`src/rtl/fs_serial_pkg.sv`:
```
// -----------------------------------------------------------------------------
// fs_serial_pkg
//
// Shared definitions for the bit-serial full subtractor:
//   - FS_WIDTH_DEFAULT : default operand/result width
//   - FS_IDLE/RUN/DONE : FSM state encodings (2-bit, legacy-compatible values)
//   - fs_cnt_width()   : bit-counter width for a given operand width
// -----------------------------------------------------------------------------
package fs_serial_pkg;

  localparam int FS_WIDTH_DEFAULT = 8;

  localparam logic [1:0] FS_IDLE = 2'd0;
  localparam logic [1:0] FS_RUN  = 2'd1;
  localparam logic [1:0] FS_DONE = 2'd2;

  // The counter only has to index bits 0..width-1; the terminal count is
  // width-1, so clog2(width) bits always suffice and the wrap is never used.
  function automatic int fs_cnt_width(input int width);
    return (width < 2) ? 1 : $clog2(width);
  endfunction

endpackage : fs_serial_pkg

```
`src/rtl/fs_cell.sv`:
```
// -----------------------------------------------------------------------------
// fs_cell
//
// Purely combinational 1-bit full subtractor: d = a - b - bin.
//
// Ports:
//   a    in  1  minuend bit
//   b    in  1  subtrahend bit
//   bin  in  1  borrow-in
//   d    out 1  difference bit
//   bout out 1  borrow-out (1 when a < b + bin)
// -----------------------------------------------------------------------------
module fs_cell (
  output logic d,
  output logic bout,
  input  logic a,
  input  logic b,
  input  logic bin
);

  logic a_xor_b;

  assign a_xor_b = a ^ b;
  assign d       = a_xor_b ^ bin;

  // A borrow is generated when a=0,b=1, and propagated when a==b and a
  // borrow is already pending.
  assign bout    = (~a & b) | (~a_xor_b & bin);

endmodule : fs_cell

```
`src/rtl/fs_serial.sv`:
```
// -----------------------------------------------------------------------------
// fs_serial
//
// Bit-serial WIDTH-bit full subtractor. Computes d = a - b - bin one bit per
// clock, LSB first, through a single fs_cell and a borrow flip-flop. Each
// operation is framed by a start/busy/done handshake:
//   IDLE : waits for start; on start captures a, b, bin.
//   RUN  : processes one bit per edge for WIDTH edges.
//   DONE : one-cycle done pulse with d/bout valid; start here is accepted
//          exactly as in IDLE, giving one result per WIDTH+1 cycles.
//
// Parameters:
//   WIDTH  operand and result width in bits (>= 2)
//
// Ports:
//   clk    in   1      rising-edge clock
//   rst    in   1      synchronous, active-high reset
//   start  in   1      request; sampled only while busy = 0
//   a      in   WIDTH  minuend, captured on accepted start
//   b      in   WIDTH  subtrahend, captured on accepted start
//   bin    in   1      borrow-in, captured on accepted start
//   busy   out  1      high while bits are being processed
//   done   out  1      one-cycle pulse, d/bout valid in that cycle
//   d      out  WIDTH  difference, (a - b - bin) mod 2^WIDTH
//   bout   out  1      borrow-out, 1 iff a < b + bin (unsigned)
//
// All outputs come straight from flops; nothing combinational reaches them
// from the inputs. d and bout hold their last result in IDLE and are not
// meaningful while busy is high.
// -----------------------------------------------------------------------------
module fs_serial
  import fs_serial_pkg::*;
#(
  parameter int WIDTH = FS_WIDTH_DEFAULT
) (
  input  logic             clk,
  input  logic             rst,
  input  logic             start,
  input  logic [WIDTH-1:0] a,
  input  logic [WIDTH-1:0] b,
  input  logic             bin,
  output logic             busy,
  output logic             done,
  output logic [WIDTH-1:0] d,
  output logic             bout
);

  localparam int             CW       = fs_cnt_width(WIDTH);
  localparam logic [CW-1:0]  CNT_LAST = CW'(WIDTH - 1);

  // ---------------------------------------------------------------------------
  // State
  // ---------------------------------------------------------------------------
  logic [1:0]       state_q;
  logic [1:0]       state_n;
  logic [CW-1:0]    cnt_q;
  logic [WIDTH-1:0] a_sr;      // minuend, shifted right so bit i sits at [0]
  logic [WIDTH-1:0] b_sr;      // subtrahend, same alignment as a_sr
  logic [WIDTH-1:0] d_q;       // result, filled from the MSB end
  logic             br_q;      // running borrow between bit positions
  logic             bout_q;    // final borrow, held with the result
  logic             busy_q;
  logic             done_q;

  // ---------------------------------------------------------------------------
  // Control decode
  // ---------------------------------------------------------------------------
  logic in_run;
  logic accept;
  logic last_bit;

  assign in_run   = (state_q == FS_RUN);
  // start is honoured in IDLE and in the DONE cycle, never while running.
  assign accept   = start && ((state_q == FS_IDLE) || (state_q == FS_DONE));
  assign last_bit = in_run && (cnt_q == CNT_LAST);

  // ---------------------------------------------------------------------------
  // Single subtractor cell, fed from the low end of the operand shifters.
  // ---------------------------------------------------------------------------
  logic cell_d;
  logic cell_bout;

  fs_cell u_cell (
    .d    (cell_d),
    .bout (cell_bout),
    .a    (a_sr[0]),
    .b    (b_sr[0]),
    .bin  (br_q)
  );

  // ---------------------------------------------------------------------------
  // Next-state logic
  // ---------------------------------------------------------------------------
  always_comb begin
    // NOTE: assigning a default before the case means every path drives
    // state_n, so no latch is inferred for unlisted states or conditions.
    state_n = state_q;
    case (state_q)
      FS_IDLE: begin
        if (accept) state_n = FS_RUN;
      end
      FS_RUN: begin
        if (last_bit) state_n = FS_DONE;
      end
      FS_DONE: begin
        state_n = accept ? FS_RUN : FS_IDLE;
      end
      default: begin
        // Unused encoding: recover to IDLE.
        state_n = FS_IDLE;
      end
    endcase
  end

  // ---------------------------------------------------------------------------
  // Sequential datapath and control
  // ---------------------------------------------------------------------------
  // NOTE: non-blocking assignments here make every flop sample the values
  // from before the edge, so the shift registers, counter and borrow update
  // together regardless of statement order.
  always_ff @(posedge clk) begin
    if (rst) begin
      state_q <= FS_IDLE;
      busy_q  <= 1'b0;
      done_q  <= 1'b0;
      cnt_q   <= '0;
      a_sr    <= '0;
      b_sr    <= '0;
      d_q     <= '0;
      br_q    <= 1'b0;
      bout_q  <= 1'b0;
    end else begin
      state_q <= state_n;
      busy_q  <= (state_n == FS_RUN);
      done_q  <= (state_n == FS_DONE);

      if (accept) begin
        a_sr  <= a;
        b_sr  <= b;
        br_q  <= bin;
        cnt_q <= '0;
      end else if (in_run) begin
        a_sr  <= a_sr >> 1;
        b_sr  <= b_sr >> 1;
        br_q  <= cell_bout;
        // After WIDTH shifts the first bit in (bit 0) has reached d_q[0].
        d_q   <= {cell_d, d_q[WIDTH-1:1]};
        cnt_q <= cnt_q + 1'b1;
        if (last_bit) begin
          bout_q <= cell_bout;
        end
      end
    end
  end

  // ---------------------------------------------------------------------------
  // Outputs
  // ---------------------------------------------------------------------------
  assign busy = busy_q;
  assign done = done_q;
  assign d    = d_q;
  assign bout = bout_q;

endmodule : fs_serial

```
`config.mk`:
```
export PLATFORM = sky130hd
export DESIGN_NAME = fs_serial
export DESIGN_NICKNAME = d
export VERILOG_FILES = /design/src/rtl/fs_serial_pkg.sv /design/src/rtl/fs_cell.sv /design/src/rtl/fs_serial.sv
export SDC_FILE = /design/constraint.sdc
export NUM_CORES = 1
export LEC_CHECK = 0
export ABC_CLOCK_PERIOD_IN_PS = 1530
export CAP_MARGIN = 15
export CORE_MARGIN = 2
export CORE_UTILIZATION = 49
export DETAILED_ROUTE_END_ITERATION = 8
export PLACE_DENSITY = 0.88
export SKIP_CTS_REPAIR_TIMING = 1
export SYNTH_ARGS = -nofsm -noshare
export SYNTH_HDL_FRONTEND = slang
export SYNTH_HIERARCHICAL = 1
export SYNTH_SLANG_ARGS = --single-unit
export TNS_END_PERCENT = 20
```
`constraint.sdc`:
```
create_clock -name clk -period 1.53 [get_ports clk]
set_clock_uncertainty 0.2 [all_clocks]
set_input_delay 0.2295 -clock clk [delete_from_list [all_inputs] [get_ports clk]]
set_output_delay 0.2295 -clock clk [all_outputs]
set_load 0.005 [all_outputs]
```
# Yosys cells after proc, flatten, opt, wreduce, memory -nomap -nowiden
# Cells that the tools add are included.
# Widths: inputs -> output; s select.
# op_classes
add_sub_neg	1
eq_ne	5
mux	10
bitwise	8
n_reduce_logical	8
# ops
op	count
$mux 8	4
$pmux 2 s3	1
$eq 2x1->1 const B	2
$eq 2x2->1 const B	2
$mux 2	2
$add 3x1->3 const B	1
$eq 3x3->1 const B	1
$mux 1	3
$not 1->1	3
$reduce_and 3->1	1
$and 1x1->1	2
$logic_and 1x1->1	2
$logic_not 2->1	1
$reduce_and 2->1	1
$reduce_bool 2->1	1
$reduce_or 2->1	1
$xor 1x1->1	2
$logic_or 1x1->1	1
$or 1x1->1	1
# word_totals
regBits	33
in_bits	20
output_inout_bits	11
elab_cells	41

# Longest topological paths before layout
# logic_depth
word_depth	6
mapped_depth	5
mapped_depth_nobuf	5

# Cells and area by module
# Netlist, hierarchy kept.
# modules_own_cells
module	instances	cells_per_inst	area_each_um2	seq_area_each_um2
fs_serial	1	154	1348.8	660.6
fs_cell	1	4	31.3	0.0

# Least setup slack after synthesis
# Ideal clock, no wire load.
# synth_path
path_kind	register to register
from	register b_sr[0]
to	register br_q
setup_ns	0.091
t_arrival_ns	1.041
required_time_ns	1.239
path_slack_ns	0.199
path_stages_with_launch	6
n_path_buf	0
synth_period_minus_slack_ns	1.331
path_cell_list	dfxtp_1 inv_1 fa_1 inv_1 nand2_1 a311oi_1
# synth_via
elab_chain_len	6
elab_cells_between_ends	7
cone_classes	mux: 2; bitwise: 5
# synth_lines
item	line_no	source
start, declared	fs_serial.sv:58	logic [WIDTH-1:0] b_sr;
start signal, assigned	fs_serial.sv:144	b_sr <= b_sr >> 1;
$xor 1x1->1	fs_cell.sv:23	assign a_xor_b = a ^ b;
$not 1->1	fs_cell.sv:28	assign bout = (~a & b) | (~a_xor_b & bin);
$and 1x1->1	fs_cell.sv:28	
$or 1x1->1 (*)	fs_cell.sv:28	
net cell_bout	fs_serial.sv:81	logic cell_bout;
$mux 1 (*)	fs_serial.sv:142	end else if (in_run) begin
$mux 1 (*)	fs_serial.sv:137	if (accept) begin
end signal, assigned	fs_serial.sv:140	br_q <= bin;
end signal, assigned	fs_serial.sv:145	br_q <= cell_bout;
end, declared	fs_serial.sv:60	logic br_q;
# Mark *: on every way through the listed nets, which the timed path passes. The rest lies on a longest branch. The select of a mux whose other input is x is not followed.
# A chain may end at the register's enable or synchronous reset.

# Worst setup path after layout
# layout_path
from	register d_q[2] (netlist: d[2])
to	output port d[2]
# layout_lines
item	line_no	source
start, declared	fs_serial.sv:59	logic [WIDTH-1:0] d_q;
start signal, assigned	fs_serial.sv:147	d_q <= {cell_d, d_q[WIDTH-1:1]};
end, declared	fs_serial.sv:44	output logic [WIDTH-1:0] d,
# No word-level cell between the ends.

==> out/metrics.cfg <==
[min_path]
timing.hold.worst.class=flop to flop

[power_and_ir_drop]
post-layout-total-power_mw=1.66
static_leakage_nw=0.816
power_density_nw_per_um2=940
irDropWorstVdd_uv=735

[yosys]
synth.net_count=181
yosysUniqueCellTypes=24
syn-mean-instance-area_um2=8.73
synthCells=158
ys_seq_elements=33
synth-warning-count=6
syn-cell-area_um2=1380
synth-edff-count=0
synth_async_sr_flop_share=0
seq_area_frac_synth=0.479
ys.flop_type=sky130_fd_sc_hd__dfxtp_1

[floorplan]
die_height_um=57.1
die_w_um=57.1
die-area_um2=3260
floorplan.initialDensity=0.509
num_rows=19
core_area_um2=2710
boundaryPins=31

[final_layout]
insertedDiodeCount=0
drive_above_1_share=0.140
layout_common_cells=sky130_fd_sc_hd__nand2_1 (43), sky130_fd_sc_hd__dfxtp_1 (24), sky130_fd_sc_hd__clkdlybuf4s50_1 (20)
finalCoreUtilization=0.653
leading_cell_type_in_the_layout_fill_and_taps_excluded=sky130_fd_sc_hd__nand2_1
nets=208
count_of_fill_cells_added_during_filler_insertion=237
flow.area_growth_from_synthesis_pct=28.2
finish.instance_area_um2=1770
final_cell_count_without_fillers=217

[setup_path]
worstSetupPathType=flop to primary output
cp.buffers_inverters=1
critPathRequiredTime_ns=1.10
critical-path-max-stage-delay_ns=0.49
data_arrival_time_at_the_worst_slack_endpoint_ns=1.18
critPathLaunchType=flop
cpMaxStageDelayCell=sky130_fd_sc_hd__clkdlybuf4s50_1
cpLargestDelayFamily=buffers and inverters
cell_by_cell_trace_of_the_critical_path=clkdlybuf4s50_1
endpoint_kind=primary output
top_fanout_value_on_the_critical_path=3

[status]
outcome=finished, violations left
failed_checks=negative setup slack

[sta]
post-route-worst-setup-slack_ns=-0.0822
timing.hold.ws_ns=0.253
setup_repair_after_global_routing_missed_its_margin=yes
timing.final.crit_period_ns=1.61
setup_viol_count_final=1
timing_max_transition_violations_final=0
max_slew.worst_pin.slew_ns=0.319
post_route_fraction_of_the_period_consumed_by_the_critical_path=1.05
report.final.hold_viol_count=0
max_slew_margin=0.787
max_clock_freq_ghz=0.620

[cts]
tritoncts_clock_tree=yes
cts_inserted_buffers=5
cts_num_sinks=33
worst_setup_hold_path_clk_slew_ns=0.09
clk-insertion-delay-late_ns=0.35
cts-root-buf=sky130_fd_sc_hd__clkbuf_4
htree_depth=2
clk_buf_depth=2

[detailed_routing]
final_antenna_violating_net_count=0
detail_route.iter0.violations=25
wl_per_cell_um=13.4
drt-vias-per-instance=5.40
finalWirelength_um=2920
vias=1172
drt_pre_antenna_iters=4
drt_drc_violations_left=0

[place]
placed_cells=209
globalplace.congestion=0.720
dp_hpwl_um=1900
area_of_placed_instances_um2=1670
io_buffers=30

[global_routing]
grt_pass1_vias=1114
global_route_wire_length_before_repair_um=4540
grt_start_max_net_pins=34
grt_overflow_total=0
grt_antenna_before_repair=0
grt_usage=0.185

[run]
max_cap_viol_count=0

## area by class of cell
| type | instances | area, um^2 | share of cell area |
|---|---|---|---|
| sequential | 33 | 672 | 0.380 |
| multi-input combinational | 108 | 616 | 0.348 |
| timing repair buffer | 34 | 380 | 0.215 |
| clock buffer | 6 | 41.3 | 0.0233 |
| tap | 31 | 38.8 | 0.0219 |
| inverter | 3 | 11.3 | 0.00636 |
| clock inverter | 2 | 10.0 | 0.00566 |
## power breakdown
part / internal, mW / switching [mW] / leakage [nW]
sequential: 0.908 / 0.0263 / 0.275
combinational: 0.130 / 0.131 / 0.509
clock: 0.175 / 0.293 / 0.0320
## worst register-to-register path: cells and delay by family, from the launching register on
kind,cells,cell delay [ns]
AOI/OAI and AO/OA,1,0.30
DFF,1,0.33
and+or+nand+nor,2,0.55
## final timing paths
path                            slack [ns]      end  cells past startpoint  startpoint
worst max-delay path                 -0.08     d[2]                      1        d[2]
worst min-delay path                  0.25     d[0]                      2        d[0]
worst max register to register        0.05  b_sr[5]                      3  state_q[1]
worst min register to register        0.25     d[0]                      2        d[0]
## cells by family (layout without fill, tap and decap cells)
| family | count (synthesis) | count (layout) | synth area share |
|---|---|---|---|
| adders and majority gates | 3 | 3 | 0.0326 |
| xor gates and xnor gates | 1 | 1 | 0.00635 |
| AOI/OAI and AO/OA | 27 | 27 | 0.143 |
| buffers and inverters | 17 | 45 | 0.0843 |
| muxes | 4 | 4 | 0.0290 |
| and+or+nand+nor | 73 | 73 | 0.226 |
| DFF | 33 | 33 | 0.479 |
## flip-flops by register name, indices dropped and copies added, names as in the netlist
signal	cells
b_sr	8
state_q	2
done	1
cnt_q	3
busy	1
d	8
br_q	1
a_sr	8
bout	1
## cells in the mapped netlist (2+ instances only)
master	count	area, um^2
sky130_fd_sc_hd__nand2_1	43	161
sky130_fd_sc_hd__dfxtp_1	33	661
sky130_fd_sc_hd__nor2_1	17	63.8
sky130_fd_sc_hd__a311oi_1	12	105
sky130_fd_sc_hd__a21oi_1	11	55.1
sky130_fd_sc_hd__buf_6	6	67.6
sky130_fd_sc_hd__nor3_1	5	25.0
sky130_fd_sc_hd__clkbuf_1	4	15.0
sky130_fd_sc_hd__mux2i_1	4	40.0
sky130_fd_sc_hd__buf_2	3	15.0
sky130_fd_sc_hd__inv_1	3	11.3
sky130_fd_sc_hd__nand3_1	3	15.0
sky130_fd_sc_hd__a22oi_1	2	15.0
sky130_fd_sc_hd__ha_1	2	25.0
## layer usage
layer	wire length (um)	track usage	share of wire
met5	0	0	0
met1	1210	0.196	0.42
met2	1460	0.315	0.50
met4	82	0.120	0.028
met3	166	0.0590	0.057
## stage by stage
stage / TNS [ns] / worst slack [ns]
after floorplan: 0 / 0.199
after global placement: -0.165 / -0.0313
after detailed placement: -1.12 / -0.140
after CTS: -1.16 / -0.138
after global routing: -0.139 / -0.123
final: -0.0822 / -0.0822
(Power assumes the default switching activity.)
